File: src/rtl/fwd_hazard_scoreboard.sv
// Forwarding selects, load-use hold, and long-latency write scoreboard
// for the 5-stage pipeline.
module fwd_hazard_scoreboard #(
    parameter int NRD  = 2,
    parameter int AW   = 5,
    parameter int NSTG = 2,
    parameter int LQ   = 4,
    parameter int CW   = 16
) (
    input  logic                       clk,
    input  logic                       rst,
    input  logic [NRD*AW-1:0]          ex_rs,
    input  logic [NRD-1:0]             ex_rs_used,
    input  logic [NSTG-1:0]            stg_we,
    input  logic [NSTG*AW-1:0]         stg_rd,
    input  logic [NSTG-1:0]            stg_rdy,
    output logic [NRD*$clog2(NSTG+1)-1:0] fwd_sel,
    output logic                       ex_hold,
    input  logic                       id_valid,
    input  logic [NRD*AW-1:0]          id_rs,
    input  logic [NRD-1:0]             id_rs_used,
    input  logic                       id_we,
    input  logic [AW-1:0]              id_rd,
    input  logic                       id_long,
    output logic                       id_stall,
    input  logic                       lo_wb_valid,
    input  logic [AW-1:0]              lo_wb_rd,
    output logic                       lo_full,
    output logic [CW-1:0]              stall_cnt
);

    localparam int SW = $clog2(NSTG + 1);
    localparam int IW = (LQ > 1) ? $clog2(LQ) : 1;

    logic [LQ-1:0]  r_vld;
    logic [AW-1:0]  r_rd [LQ];
    logic [CW-1:0]  r_cnt;

    logic           w_raw;
    logic           w_waw;
    logic           w_full;
    logic           w_alloc;
    logic           w_afound;
    logic [IW-1:0]  w_aidx;

    // Bypass select per read port; scanning oldest to youngest lets the youngest win.
    always_comb begin
        fwd_sel = '0;
        for (int p = 0; p < NRD; p++) begin
            for (int k = NSTG - 1; k >= 0; k--) begin
                if (ex_rs_used[p] && stg_we[k]
                    && (stg_rd[k*AW +: AW] != '0)
                    && (stg_rd[k*AW +: AW] == ex_rs[p*AW +: AW])) begin
                    fwd_sel[p*SW +: SW] = SW'(k + 1);
                end
            end
        end
    end

    // Hold EX when the selected producer has not produced its result yet.
    always_comb begin
        ex_hold = 1'b0;
        for (int p = 0; p < NRD; p++) begin
            for (int k = 0; k < NSTG; k++) begin
                if ((fwd_sel[p*SW +: SW] == SW'(k + 1)) && !stg_rdy[k]) begin
                    ex_hold = 1'b1;
                end
            end
        end
    end

    // RAW/WAW lookup against registered scoreboard state only.
    always_comb begin
        w_raw = 1'b0;
        w_waw = 1'b0;
        for (int e = 0; e < LQ; e++) begin
            for (int p = 0; p < NRD; p++) begin
                if (id_rs_used[p] && (id_rs[p*AW +: AW] != '0)
                    && r_vld[e] && (r_rd[e] == id_rs[p*AW +: AW])) begin
                    w_raw = 1'b1;
                end
            end
            if (id_we && (id_rd != '0) && r_vld[e] && (r_rd[e] == id_rd)) begin
                w_waw = 1'b1;
            end
        end
    end

    assign w_full   = &r_vld;
    assign lo_full  = w_full;
    assign id_stall = id_valid && (w_raw || w_waw || (id_long && w_full));
    assign w_alloc  = id_valid && id_long && id_we && (id_rd != '0)
                      && !id_stall && !ex_hold;

    // Lowest-index free entry for allocation.
    always_comb begin
        w_afound = 1'b0;
        w_aidx   = '0;
        for (int e = LQ - 1; e >= 0; e--) begin
            if (!r_vld[e]) begin
                w_afound = 1'b1;
                w_aidx   = IW'(e);
            end
        end
    end

    // Scoreboard update: free on writeback match, allocate on issue.
    always_ff @(posedge clk) begin
        if (rst) begin
            r_vld <= '0;
            for (int e = 0; e < LQ; e++) begin
                r_rd[e] <= '0;
            end
        end else begin
            for (int e = 0; e < LQ; e++) begin
                if (lo_wb_valid && (lo_wb_rd != '0) && r_vld[e]
                    && (r_rd[e] == lo_wb_rd)) begin
                    r_vld[e] <= 1'b0;
                end
            end
            if (w_alloc && w_afound) begin
                r_vld[w_aidx] <= 1'b1;
                r_rd[w_aidx]  <= id_rd;
            end
        end
    end

    // Saturating count of ID stall cycles.
    always_ff @(posedge clk) begin
        if (rst) begin
            r_cnt <= '0;
        end else if (id_stall && (r_cnt != '1)) begin
            r_cnt <= r_cnt + 1'b1;
        end
    end

    assign stall_cnt = r_cnt;

endmodule
File: config.mk
export PLATFORM = sky130hd
export DESIGN_NAME = fwd_hazard_scoreboard
export DESIGN_NICKNAME = d
export VERILOG_FILES = /design/src/rtl/fwd_hazard_scoreboard.sv
export SDC_FILE = /design/constraint.sdc
export NUM_CORES = 1
export LEC_CHECK = 0
export ABC_CLOCK_PERIOD_IN_PS = 2760
export BUFFER_PORTS_ARGS = -buffer_cell sky130_fd_sc_hd__buf_2
export CAP_MARGIN = 0
export CORE_MARGIN = 2
export CORE_UTILIZATION = 43
export CTS_BUF_LIST = sky130_fd_sc_hd__clkbuf_4
export CTS_CLUSTER_SIZE = 28
export DETAILED_ROUTE_END_ITERATION = 7
export PLACE_DENSITY_LB_ADDON = 0.15
export SYNTH_ARGS = -nofsm -noshare
export SYNTH_HDL_FRONTEND = slang
export SYNTH_SLANG_ARGS = --single-unit
export TNS_END_PERCENT = 1
File: constraint.sdc
create_clock -name clk -period 2.76 [get_ports clk]
set_input_delay 0.276 -clock clk [delete_from_list [all_inputs] [get_ports clk]]
set_output_delay 0.276 -clock clk [all_outputs]
set_load 0.01 [all_outputs]
==> flow_metrics.tcl, run 1 <==
set metrics [dict create \
    ys_seq_area_share_pct 31.2 \
    max-cap-violations 0 \
    hold_end "stall_cnt[2]" \
    busiest_layer "met2" \
    yosysWarnings 0 \
    drv_slew 0 \
    via_per_inst 5.40 \
    num-nets-final 500 \
    grt_pass1_wl_um 13900 \
    fmax_ghz 0.374 \
    numPortBuffers 76 \
    post-route-period-util_pct 97.0 \
    clock_skew_ns 0.0173 \
    drt_iter0_drc 131 \
    grtUsageMet1_pct 28.9 \
    clk_pin_slew_worst_paths_ns 0.12 \
    min_path_cells 3 \
    antenna_found_initial 0 \
    cts_hold_buffers 0 \
    cts_tree "done" \
    num_vias 2944 \
    cts_made_buffers 5 \
    grt_pass1_vias 2759 \
    drt_first_pass_iters 4 \
    synth.distinct_cells 48 \
    drc 0 \
    reg2reg_slack_ns 0.19 \
    hpwl_um 6830 \
    grt_max_degree 19 \
    cp.arrival_ns 2.40 \
    htreeDepth 2 \
    vdd_drop_max_uv 287 \
    syn_inst 364 \
    cp_data_required_time_ns 2.48 \
    min_from "id_valid" \
    cp-start-kind "register" \
    start_util_pct 44.2 \
    final_cells 545 \
    ctsLongestPathBuffers 2 \
    tightestPinTransition_ns 0.667 \
    drive_gt1_share_pct 28.3 \
    run_status "complete, no violations" \
    drt-total-wl_um 8800 \
    rr_endpoint "r_rd[2][1]" \
    dieArea_sq_um 8160 \
    grtUsageMet2_pct 34.3 \
    placed_cells 526 \
    synthFlopType "edfxtp_1" \
    overflow 0 \
    syn2layout_area_growth_pct 20.6 \
    relSlewSlack_pct 55.4 \
    powerDensity_nw_per_um2 344 \
    cts_root_buf "clkbuf_4" \
    coreArea_sq_um 7250 \
    gp_congestion 0.952 \
    worst_skew_pair.late_latency_ns 0.34 \
    die_w_um 90.3 \
    cp_max_fo 6 \
    async_reset_ff_share_pct 0 \
    finalPower_w 0.00133 \
    criticalPathCategory "register to output port" \
    grtUsageMet3_pct 3.51 \
    reg2reg_from "r_rd[0][2]" \
    setup_viol 0 \
    synth.avg_cell_area_sq_um 8.80 \
    ant_nets 0 \
    antenna_cells 0 \
    track_usage_pct 20.9 \
    io_pins 77 \
    p_leak_nw 1.45 \
    endpoint_kind "output port" \
    rows 31 \
    syn_area_sq_um 3200 \
    r2r.worst_path.cells 10 \
    final-hold-violation-count 0 \
    synth_seq_cells 40 \
    fin_crit_ns 2.68 \
    wl_per_cell_um 16.1 \
    clock-sinks 40 \
    synth_edf_count 20 \
    fin_area_sq_um 3860 \
    die_h_um 90.3 \
    syn-num-nets 419 \
    dpl-instance-area_sq_um 3700 \
    min_path_type "primary input to register" \
]
-- worst max-delay path: stages, from the launching register on --
cell      delay, ns
edfxtp_1       0.42
buf_4          0.17
xor2_1         0.13
nor4_1         0.35
nand3_1        0.12
a31o_2         0.27
nand2_2        0.14
nor2_8         0.05
buf_4          0.16
nor2b_1        0.10
buf_2          0.13
-- worst max-delay path by stage --
stage               start    endpoint  slack, ns
2_1_floorplan    id_rs[7]  r_rd[2][0]       0.07
6_report       r_rd[0][2]    id_stall       0.08
5_1_grt        r_rd[0][2]    id_stall      -0.03
3_5_place_dp     id_rs[7]  r_rd[2][1]       0.04
3_3_place_gp     id_rs[7]  r_rd[2][3]       0.10
4_1_cts        r_rd[0][2]    id_stall    0.00002
-- routing by layer --
metal / share of wire, % / wire, um
met2: 47 / 4140
met4: 1.0 / 88
met1: 46 / 4070
met5: 0 / 0
met3: 5.7 / 504
-- layout make-up --
class	instances	area, sq um
clock buffer	5	37.5
clock inverter	3	37.5
fill	704	3390
inverter	4	15.0
multi-input combinational	289	2050
sequential	40	1000
tap	99	124
timing repair buffer	105	598
-- cells in the final DEF, fill, tap and decap left out, drive strengths merged, types with 10 or more instances in the layout --
cell    synthesis  layout
nor3           16      16
buf             8     105
xor2           43      43
a21oi          10      10
edfxtp         20      20
dfxtp          20      20
o21ai          21      21
nor2           13      13
nor4           20      20
nand4          11      11
nand2          20      20
xnor2          61      61
nand3          22      22
-- cell usage after synthesis, types with 2 or more instances --
master | number | area [sq um]
o2111ai_1 | 2 | 17.5
nor2_1 | 12 | 45.0
o21ai_2 | 2 | 17.5
o211ai_1 | 2 | 15.0
a21oi_1 | 10 | 50.1
clkbuf_1 | 23 | 86.3
and2_1 | 4 | 25.0
nor3_1 | 16 | 80.1
dfxtp_1 | 20 | 400
nor4_1 | 19 | 119
edfxtp_1 | 20 | 601
o21ai_1 | 5 | 25.0
xnor2_1 | 61 | 534
and3_1 | 3 | 18.8
buf_6 | 3 | 33.8
o31ai_1 | 4 | 30.0
or3_1 | 8 | 50.1
or4_1 | 7 | 52.6
inv_1 | 3 | 11.3
xor2_1 | 43 | 377
buf_2 | 4 | 20.0
a31oi_1 | 2 | 12.5
o21ai_0 | 13 | 65.1
nor2b_1 | 3 | 18.8
nand3_1 | 21 | 105
and4_1 | 3 | 26.3
nand2_1 | 20 | 75.1
nand4_1 | 11 | 68.8
-- power by group --
group          internal, W  switching (W)  leakage, nW  total (W)
combinational     0.000139       0.000154         1.04   0.000294
clock             0.000185       0.000191       0.0403   0.000377
sequential        0.000637      0.0000223        0.370   0.000659
-- through the flow --
step	setup WS (ns)	util (%)	hold slack, ns	TNS, ns
after floorplan	0.0674	-	0.452	0
after global placement	0.100	51.0	0.481	0
after detailed placement	0.0388	51.0	0.491	0
after CTS	0.0000213	52.2	0.275	0
after global routing	-0.0295	53.3	0.299	-0.0295
final	0.0839	53.3	0.291	0
-- state kept, by name, summed over array words and instances (netlist names) --
name,cells
r_vld,4
stall_cnt,16
r_rd,20
-- what timing repair did --
item	CTS	global route
pin swaps	0	3
setup buffers	2	9
resized for setup	0	2
endpoints found under the setup margin	1	3
-- logic make-up (layout without fill, tap and decap cells) --
| group | count (synthesis) | after routing | share of synthesized area (%) |
|---|---|---|---|
| compound gates | 50 | 50 | 10.9 |
| xor+xnor | 104 | 104 | 28.4 |
| mux | 1 | 1 | 0.312 |
| simple gates | 133 | 133 | 23.7 |
| fa+ha+maj | 1 | 1 | 0.390 |
| flops | 40 | 40 | 31.2 |
| buf+inv | 35 | 117 | 5.08 |
(Power assumes the default switching activity.)
==> run 2: changes to the inputs <==
Settings changed: CELL_PAD_IN_SITES_DETAIL_PLACEMENT from default to 0, CELL_PAD_IN_SITES_GLOBAL_PLACEMENT from default to 1, CORE_UTILIZATION 43 to 38, PLACE_DENSITY_LB_ADDON 0.15 to 0.1.
==> flow_metrics.tcl, run 2 (synthesis results as in run 1) <==
set metrics [dict create \
    overflow 0 \
    post-route-period-util_pct 97.3 \
    clock-sinks 40 \
    reg2reg_slack_ns 0.17 \
    num-nets-final 504 \
    grtUsageMet3_pct 2.66 \
    drt_first_pass_iters 4 \
    grtUsageMet1_pct 29.9 \
    coreArea_sq_um 8180 \
    wl_per_cell_um 16.7 \
    criticalPathCategory "register to output port" \
    cts_root_buf "clkbuf_4" \
    die_h_um 95.8 \
    cts_made_buffers 5 \
    io_pins 77 \
    gp_congestion 0.876 \
    hpwl_um 7250 \
    drive_gt1_share_pct 29.1 \
    regMostFlops "r_rd" \
    cp-start-kind "register" \
    mostFrequentLayoutCell "buf_2" \
    fin_crit_ns 2.69 \
    max-cap-violations 0 \
    p_leak_nw 1.48 \
    drc 0 \
    busiest_layer "met2" \
    cts_hold_buffers 0 \
    fmax_ghz 0.372 \
    cp_max_fo 6 \
    min_path_type "primary input to register" \
    endpoint_kind "output port" \
    ant_nets 0 \
    dieArea_sq_um 9180 \
    track_usage_pct 20.4 \
    setup_viol 0 \
    num_vias 2927 \
    antenna_cells 0 \
    final-hold-violation-count 0 \
    finalPower_w 0.00133 \
    fin_ws_ns 0.0741 \
    grt_max_degree 19 \
    largest_register_ffs 20 \
    grt_pass1_wl_um 14400 \
    htreeDepth 2 \
    powerDensity_nw_per_um2 341 \
    antenna_found_initial 0 \
    drt-total-wl_um 9260 \
    tightestPinTransition_ns 0.774 \
    drv_slew 0 \
    cts_tree "done" \
    die_w_um 95.8 \
    cp_data_required_time_ns 2.48 \
    via_per_inst 5.27 \
    numPortBuffers 76 \
    final_cell_mix "buf_2, xnor2_1, xor2_1" \
    pre_cts_ws_ns 0.135 \
    grt_pass1_vias 2723 \
    run_status "complete, no violations" \
    clk_pin_slew_worst_paths_ns 0.12 \
    start_util_pct 39.2 \
    ctsLongestPathBuffers 2 \
    relSlewSlack_pct 48.2 \
    syn2layout_area_growth_pct 22.1 \
    vdd_drop_max_uv 177 \
    grtUsageMet2_pct 31.4 \
    drt_iter0_drc 126 \
    worst_skew_pair.late_latency_ns 0.34 \
    rows 33 \
    cp.arrival_ns 2.41 \
    clock_skew_ns 0.0102 \
]
run 2: cell types whose count changed in the layout (fill, tap and decap cells not counted), sizes merged:
cell  change
buf       +4
run 2: per-layer routing:
metal	wire [um]	up-vias	part of all wire [%]
met5	0	-	0
met3	341	14	3.7
met1	4580	1385	49
met4	152	0	1.6
li1	-	1465	-
met2	4190	63	45
run 2: cell type report:
cell class                 instances  area, sq um
sequential                        40         1000
inverter                           4         15.0
clock buffer                       5         37.5
clock inverter                     3         37.5
timing repair buffer             109          628
fill                             847         4260
tap                              105          131
multi-input combinational        289         2060
run 2: worst max-delay path, cell delays in order (launching register included):
cell and delay [ns]:
edfxtp_1 0.54, xor2_1 0.21, nor4_1 0.30, nand3_1 0.12, and4_4 0.24, o21ai_4 0.22
nor2_8 0.06, buf_4 0.16, nor2b_1 0.09, buf_2 0.13
run 2: repair_timing:
item,CTS,global route
resized for setup,0,4
setup endpoints to repair,0,4
endpoints found under the hold margin,0,0
buffers inserted,0,11
run 2: worst paths after layout:
| check | to | cells past startpoint | startpoint |
|---|---|---|---|
| worst max register to register | stall_cnt[14] | 9 | r_rd[2][2] |
| worst min-delay path | stall_cnt[2] | 3 | id_valid |
| worst min register to register | stall_cnt[14] | 2 | stall_cnt[14] |
| worst max-delay path | id_stall | 9 | r_rd[2][2] |
run 2: power breakdown:
part           switching (W)  total, W  internal [W]  leakage, nW
combinational       0.000153  0.000294      0.000141         1.07
sequential         0.0000240  0.000661      0.000637        0.370
clock               0.000195  0.000380      0.000185       0.0403
run 2: metrics by stage:
stage	cell area [sq um]	cells	TNS, ns	utilization, %	hold WS [ns]
2_1_floorplan	3200	364	0	-	0.452
6_report	3910	555	0	47.8	0.316
4_1_cts	3810	544	0	46.6	0.293
5_1_grt	3910	555	-0.0329	47.8	0.299
3_5_place_dp	3730	536	0	45.7	0.484
3_3_place_gp	3730	536	0	45.7	0.478
